<file path="config.mk">
export PLATFORM = sky130hd
export DESIGN_NAME = seq_cmp_ctrl
export DESIGN_NICKNAME = d
export VERILOG_FILES = /design/src/rtl/seq_cmp_ctrl.sv
export SDC_FILE = /design/constraint.sdc
export NUM_CORES = 1
export LEC_CHECK = 0
export ABC_AREA = 1
export CAP_MARGIN = 20
export CORE_UTILIZATION = 45
export CTS_CLUSTER_SIZE = 20
export DETAILED_ROUTE_END_ITERATION = 12
export GPL_TIMING_DRIVEN = 0
export PLACE_DENSITY = 0.82
export SLEW_MARGIN = 20
export SYNTH_ARGS = -nofsm -noshare
export SYNTH_HDL_FRONTEND = slang
export SYNTH_SLANG_ARGS = --single-unit
</file>
<file path="constraint.sdc">
create_clock -name clk -period 4.3 [get_ports clk]
set_clock_uncertainty 0.05 [all_clocks]
set_input_delay 0.86 -clock clk [delete_from_list [all_inputs] [get_ports clk]]
set_output_delay 0.86 -clock clk [all_outputs]
set_load 0.05 [all_outputs]
</file>
<file path="src/rtl/seq_cmp_ctrl.sv">
// seq_cmp_ctrl: bit-serial unsigned magnitude comparator.
// One bit pair is examined per cycle, MSB first. The result {gt, eq, lt}
// and the number of bits examined are produced as soon as the first
// differing bit is found, or after the LSB when all bits match.
module seq_cmp_ctrl #(
  parameter int W  = 3,
  parameter int CW = 2
) (
  input  logic          clk,
  input  logic          rst,
  input  logic          start,
  input  logic          abort,
  input  logic [W-1:0]  x,
  input  logic [W-1:0]  y,
  output logic          busy,
  output logic          done,
  output logic [2:0]    o,
  output logic [CW-1:0] cycles
);

  typedef enum logic [1:0] {
    IDLE  = 2'd0,
    SHIFT = 2'd1,
    DONE  = 2'd2
  } state_t;

  localparam logic [CW-1:0] IDX_TOP = CW'(W - 1);
  localparam logic [CW-1:0] WIDTH_C = CW'(W);

  // One-bit relation encoded as {gt, eq, lt}; always exactly one-hot.
  function automatic logic [2:0] bit_rel(input logic a, input logic b);
    logic [2:0] r;
    if (a == b) begin
      r = 3'b010;
    end else if (a) begin
      r = 3'b100;
    end else begin
      r = 3'b001;
    end
    return r;
  endfunction

  state_t         state_q, state_d;
  logic [W-1:0]   xa_q, xa_d;
  logic [W-1:0]   ya_q, ya_d;
  logic [CW-1:0]  idx_q, idx_d;
  logic [2:0]     o_q, o_d;
  logic [CW-1:0]  cycles_q, cycles_d;
  logic           busy_q, busy_d;
  logic           done_q, done_d;

  logic [W-1:0]   x_sh_s;
  logic [W-1:0]   y_sh_s;
  logic [2:0]     rel_s;

  // Pick the bit pair at the current index and relate it.
  always_comb begin
    x_sh_s = xa_q >> idx_q;
    y_sh_s = ya_q >> idx_q;
    rel_s  = bit_rel(x_sh_s[0], y_sh_s[0]);
  end

  // Next-state, operand latch, index and result computation.
  always_comb begin
    state_d  = state_q;
    xa_d     = xa_q;
    ya_d     = ya_q;
    idx_d    = idx_q;
    o_d      = o_q;
    cycles_d = cycles_q;
    busy_d   = 1'b0;
    done_d   = 1'b0;
    case (state_q)
      IDLE, DONE: begin
        // Abort wins over start; a DONE cycle always finishes its pulse.
        if (start && !abort) begin
          xa_d    = x;
          ya_d    = y;
          idx_d   = IDX_TOP;
          state_d = SHIFT;
          busy_d  = 1'b1;
        end else begin
          state_d = IDLE;
        end
      end
      SHIFT: begin
        // Result registers are untouched on abort so the old result persists.
        if (abort) begin
          state_d = IDLE;
        end else if (rel_s != 3'b010) begin
          o_d      = rel_s;
          cycles_d = WIDTH_C - idx_q;
          state_d  = DONE;
          done_d   = 1'b1;
        end else if (idx_q == {CW{1'b0}}) begin
          o_d      = 3'b010;
          cycles_d = WIDTH_C;
          state_d  = DONE;
          done_d   = 1'b1;
        end else begin
          idx_d  = idx_q - {{(CW-1){1'b0}}, 1'b1};
          busy_d = 1'b1;
        end
      end
      default: begin
        state_d = IDLE;
      end
    endcase
  end

  // State and registered outputs; synchronous reset clears everything.
  always_ff @(posedge clk) begin
    if (rst) begin
      state_q  <= IDLE;
      xa_q     <= {W{1'b0}};
      ya_q     <= {W{1'b0}};
      idx_q    <= {CW{1'b0}};
      o_q      <= 3'b000;
      cycles_q <= {CW{1'b0}};
      busy_q   <= 1'b0;
      done_q   <= 1'b0;
    end else begin
      state_q  <= state_d;
      xa_q     <= xa_d;
      ya_q     <= ya_d;
      idx_q    <= idx_d;
      o_q      <= o_d;
      cycles_q <= cycles_d;
      busy_q   <= busy_d;
      done_q   <= done_d;
    end
  end

  assign busy   = busy_q;
  assign done   = done_q;
  assign o      = o_q;
  assign cycles = cycles_q;

endmodule

</file>
# After elaboration in Yosys (flattened, before gate mapping)
# Index checks and enable logic that the tools add are counted.
# totals
register_bits,17
inputBits,10
wordCells,57
# classes
n_addsub,2
eq_ne,9
n_shift,2
muxes,23
bitwise_logic,2
reduce_logical,11
# ops
operator,n
2-to-1 mux 2 bit,9
2-to-1 mux 3 bit,4
"inequality test 2 bit, second input constant",4
case mux 2 bit (2 select lines),2
2-to-1 mux 1 bit,7
>> shifter 3 x 2 -> 1 bit,2
AND reduction 5 bit,1
zero test 2 bit,2
"inequality test 4 bit, second input constant",1
nonzero test 2 bit,2
"inequality test 3 x 2 -> 1 bit, second input constant",1
AND reduction 3 bit,1
OR reduction 3 bit,1
"equality test 2 x 1 -> 1 bit, second input constant",1
"equality test 2 bit, second input constant",1
inverter 1 bit,2
case mux 1 bit (2 select lines),1
AND reduction 2 bit,1
OR reduction 2 bit,1
"subtractor 2 x 1 -> 2 bit, second input constant",1
"subtractor 2 bit, first input constant",1
equality test 1 bit,1
logical AND 1 bit,1
zero test 1 bit,1

# Longest topological paths before layout
# Gate-level depths: netlist of run 1.
# logic_depth
ltp_word,7
mapped_depth,11

# Worst setup path after synthesis of run 1
# OpenSTA, ideal clock, no wires.
# synth_path
path_type,reg2reg
startpoint,register idx_q[0]
endpoint,register o_q[0] (netlist: o[0])
setup_time_ns,0.116
t_arrival_ns,1.545
slack_ns,2.589
path_stages_with_launch,10
path_cell_list,dfxtp_1 > or2_2 > a31oi_2 > inv_1 > ha_1 > nand2_1 > nand3_4 > clkinv_2 > nor2_1 > nor2_1
# synth_via
elab_chain_len,6
word_cells_on_any_way,10
# synth_lines
item,line,source
from (decl),46,"logic [CW-1:0] idx_q, idx_d;"
from (signal assigned),117,idx_q <= {CW{1'b0}};
from (signal assigned),126,idx_q <= idx_d;
">> shifter 3 x 2 -> 1 bit, on equally long branches","58, 59",
2-to-1 mux 3 bit or equality test 1 bit (tied branches),"35, 33",
2-to-1 mux 3 bit,33,if (a == b) begin
inequality test 3 x 2 -> 1 bit,90,end else if (rel_s != 3'b010) begin
nonzero test 2 bit (no line),--,
AND reduction 3 bit (no line),--,
to (signal assigned),118,o_q <= 3'b000;
to (signal assigned),127,o_q <= o_d;
to (decl),47,"logic [2:0] o_q, o_d;"
# Several ways; a longest one is shown, not always the timed one.
# A chain may end at the register's enable or synchronous reset.

# Worst setup path after layout of run 1
# layout_path
startpoint,register cycles_q[0] (netlist: cycles[0])
endpoint,output port cycles[0]
# layout_rtl
item,line,source
from (decl),48,"logic [CW-1:0] cycles_q, cycles_d;"
from (signal assigned),119,cycles_q <= {CW{1'b0}};
from (signal assigned),128,cycles_q <= cycles_d;
to (decl),18,output logic [CW-1:0] cycles
# No word-level cell between the ends.

==> results of run 1 <==
## synth_stat cells
cell / count
clkinv_2: 1
or2_2: 2
a31oi_2: 2
nand4_1: 2
nand3_4: 1
inv_2: 2
ha_1: 3
o21ai_0: 9
nor2_1: 28
nand2_2: 3
inv_1: 12
a21oi_1: 4
buf_2: 1
dfxtp_1: 17
nand2_1: 10
nor2_8: 1
or2_0: 2
nand3_1: 3
## worst reg2reg max path: stages (launching register included)
cell      delay (ns)
dfxtp_1         0.42
inv_2           0.08
or2_0           0.23
a31oi_2         0.16
inv_1           0.07
ha_1            0.34
nand2_1         0.11
nand3_4         0.12
clkinv_2        0.09
nor2_1          0.09
nor2_1          0.05
## cell families after synthesis
group / after synthesis / synth area share [%]
adders and majority gates: 3 / 4.80
AOI/OAI and AO/OA: 15 / 11.5
DFF: 17 / 43.5
buffers and inverters: 16 / 8.00
and+or+nand+nor: 52 / 32.2
## layout by cell type, fill, tap and decap left out
cell / instances
clkdlybuf4s50_1: 16
nand3_1: 3
nor2_8: 1
nand2_1: 10
a21oi_1: 4
or2_0: 2
nand3_4: 1
dfxtp_1: 17
clkbuf_1: 1
buf_2: 1
nor2_1: 28
ha_1: 3
o21ai_0: 9
inv_1: 12
inv_2: 2
a31oi_2: 2
clkbuf_4: 3
clkinv_2: 1
nand2_2: 3
or2_2: 2
nand4_1: 2
## state kept, by name, indices dropped and copies added, names as in the netlist
| name | cells |
|---|---|
| done | 1 |
| state_q | 2 |
| busy | 1 |
| xa_q | 3 |
| idx_q | 2 |
| cycles | 2 |
| o | 3 |
| ya_q | 3 |
## power by group
part	total, W	switching, W	internal, W
clock	0.0000832	0.0000472	0.0000360
sequential	0.000173	0.00000616	0.000167
combinational	0.0000811	0.0000484	0.0000326
## area by class of cell
class / count / area share (%)
plain buffers: 1 / 0.506
well taps: 16 / 2.03
flip-flops and latches: 17 / 34.4
multi-input cells: 70 / 38.4
clock buffers: 4 / 2.66
repair buffers: 16 / 16.2
inverters: 15 / 5.82
## metrics by stage
step           utilization, %  setup slack (ns)  total power, W  hold slack, ns
6_report                 63.4              1.97        0.000338           0.415
5_1_grt                  63.4              1.92        0.000358           0.440
4_1_cts                  63.4              1.95        0.000341           0.416
3_5_place_dp             61.7              2.27        0.000258           0.401
3_3_place_gp             61.7              2.29        0.000254           0.398
2_1_floorplan               -              2.59        0.000233           0.379
## worst min-delay path by stage
stage	start	end	slack, ns
6_report	ya_q[2]$_SDFFE_PP0P_	ya_q[2]$_SDFFE_PP0P_	0.42
5_1_grt	ya_q[2]$_SDFFE_PP0P_	ya_q[2]$_SDFFE_PP0P_	0.44
3_5_place_dp	ya_q[2]$_SDFFE_PP0P_	ya_q[2]$_SDFFE_PP0P_	0.40
2_1_floorplan	xa_q[2]$_SDFFE_PP0P_	xa_q[2]$_SDFFE_PP0P_	0.38
4_1_cts	ya_q[2]$_SDFFE_PP0P_	ya_q[2]$_SDFFE_PP0P_	0.42
3_3_place_gp	cycles[0]$_SDFFE_PP0P_	cycles[0]$_SDFFE_PP0P_	0.40
## per-layer routing
metal	routed length (um)	track usage (%)
met1	560	17.4
met5	0	0
met4	14	7.50
met2	720	29.9
met3	54	3.75
==> impl_metrics.csv, run 1 <==
group,metric,value,unit
status,outcome,"finished with violations",
status,violations,"design-rule violations",
min_path,hp-class,"register to register",
logic_synthesis,synth_seq_cells,17,
global_routing,overflow,0,
die,io_pins,17,
critical_path,reg2reg_slack,2.39,ns
global_routing,grt_max_degree,11,
pwr,p_per_area,342,nW/um^2
critical_path,crit_path_end_kind,"primary output",
die,core_area,1560,um^2
routing,ant_nets,0,
routing,wl_per_cell,9.71,um
sta,fmax,429,MHz
critical_path,rr_endpoint,"o[0]$_SDFFE_PP0P_",
critical_path,reg2regPathDepth,10,
cts,cts-hold-fix-buffers,0,
cts,numCtsBuffers,3,
routing,drt_pass1_iterations,10,
critical_path,worstPathRequired,3.39,ns
placement,dp.cells,135,
critical_path,startpoint,"cycles[0]$_SDFFE_PP0P_",
logic_synthesis,synthTopCellsByArea,"dfxtp_1, nor2_1, o21ai_0, inv_1, ha_1",
min_path,hold_depth,2,
critical_path,reg2reg_from,"idx_q[0]$_SDFFE_PP0P_",
run,maxCapViolations,0,
critical_path,critPathKind,"register to primary output",
global_routing,gr-usage-all-layers,16.3,%
cts,cts-resized-gates,0,
sta,final_max_slew_viol_count,0,
sta,hold_viol_final,0,
sta,finalSetupViolations,0,
final_layout,antennaDiodeCount,0,
critical_path,crit_end,"cycles[0]",
sta,rsz0062_at_grt,"false",
routing,drt_iter0_markers,12,
final_layout,fin_area,988,um^2
placement,io_buffers,16,
placement,placed_cell_area,962,um^2
cts,cts.sinks,17,
cts,tritoncts,"built",
global_routing,antenna_found_initial,0,
logic_synthesis,yosysTopAreaCell,"dfxtp_1",
routing,vias,678,
cts,clock_latency,0.28,ns
logic_synthesis,syn_area,782,um^2
final_layout,drive_above_1_share,13.0,%
sta,min_period,2.33,ns
die,die_x,43.7,um
die,start_util,50.2,%
global_routing,grt_pass1_wl,2.32,mm
critical_path,cpLargestDelayFamily,"buffers and inverters",
cts,root_buffer,"clkbuf_4",
sta,tightest_slew,0.493,ns
sta,slew_headroom,67.0,%
critical_path,startpoint_type,"register",
critical_path,crit_buf_inv,1,
pwr,vdd_drop_max,175,uV
critical_path,cp_max_fo,2,
critical_path,cp.depth,1,
cts,cts_setup_buffers,0,
logic_synthesis,yosys_warnings,0,
final_layout,nNetsFinal,137,
cts,h-tree-depth,1,
critical_path,critical_path.cell_chain,"clkdlybuf4s50_1",
sta,setup-tns-final,0,ns
final_layout,multi_input_area,379,um^2
critical_path,cpPeakStageDelay,0.80,ns
final_layout,area_delta_synth_final,26.4,%
sta,period_share,54.2,%
routing,routed_wl,1.35,mm
global_routing,grt_pass1_vias,604,
routing,drc,1,
routing,avgViaCountPerCell,4.88,
die,die_h,43.7,um
logic_synthesis,syn_inst,103,
placement,gp_congestion,0.802,
final_layout,fillers,137,
die,die_area,1910,um^2
critical_path,cp_slowest_cell,"clkdlybuf4s50_1",
final_layout,instances_no_fill,139,
logic_synthesis,synth.top_cell.area_share,43.5,%
pwr,leakagePower,0.429,nW
cts,clk_pin_slew,0.09,ns
logic_synthesis,syn_nets,116,
logic_synthesis,ys_types,18,
placement,dp.final_hpwl,1.09,mm
die,rows,14,
logic_synthesis,yosysSeqAreaShare,43.5,%
logic_synthesis,syn_area_per_cell,7.59,um^2
cts,cts_buffer_depth,2,
final_layout,seq_area,340,um^2
critical_path,critPathArrivalTime,1.42,ns
No activity file was read; power rests on OpenSTA's default activity.
==> run 2: changes to the inputs <==
==> constraint.sdc (replaced) <==
create_clock -name clk -period 2.4 [get_ports clk]
set_clock_uncertainty 0.05 [all_clocks]
set_input_delay 0.48 -clock clk [delete_from_list [all_inputs] [get_ports clk]]
set_output_delay 0.48 -clock clk [all_outputs]
set_load 0.05 [all_outputs]
==> results of run 2 <==
Same layout as run 1 (identical final DEF). Status: finished with violations: design-rule violations.
Among the figures that moved: setup slack after placement 2.27 ns -> 0.487 ns; setup slack after layout 1.97 ns -> 0.450 ns; register-to-register setup slack 2.39 ns -> 0.49 ns; total power 0.000338 W -> 0.000605 W; worst IR drop on VDD 175 uV -> 313 uV
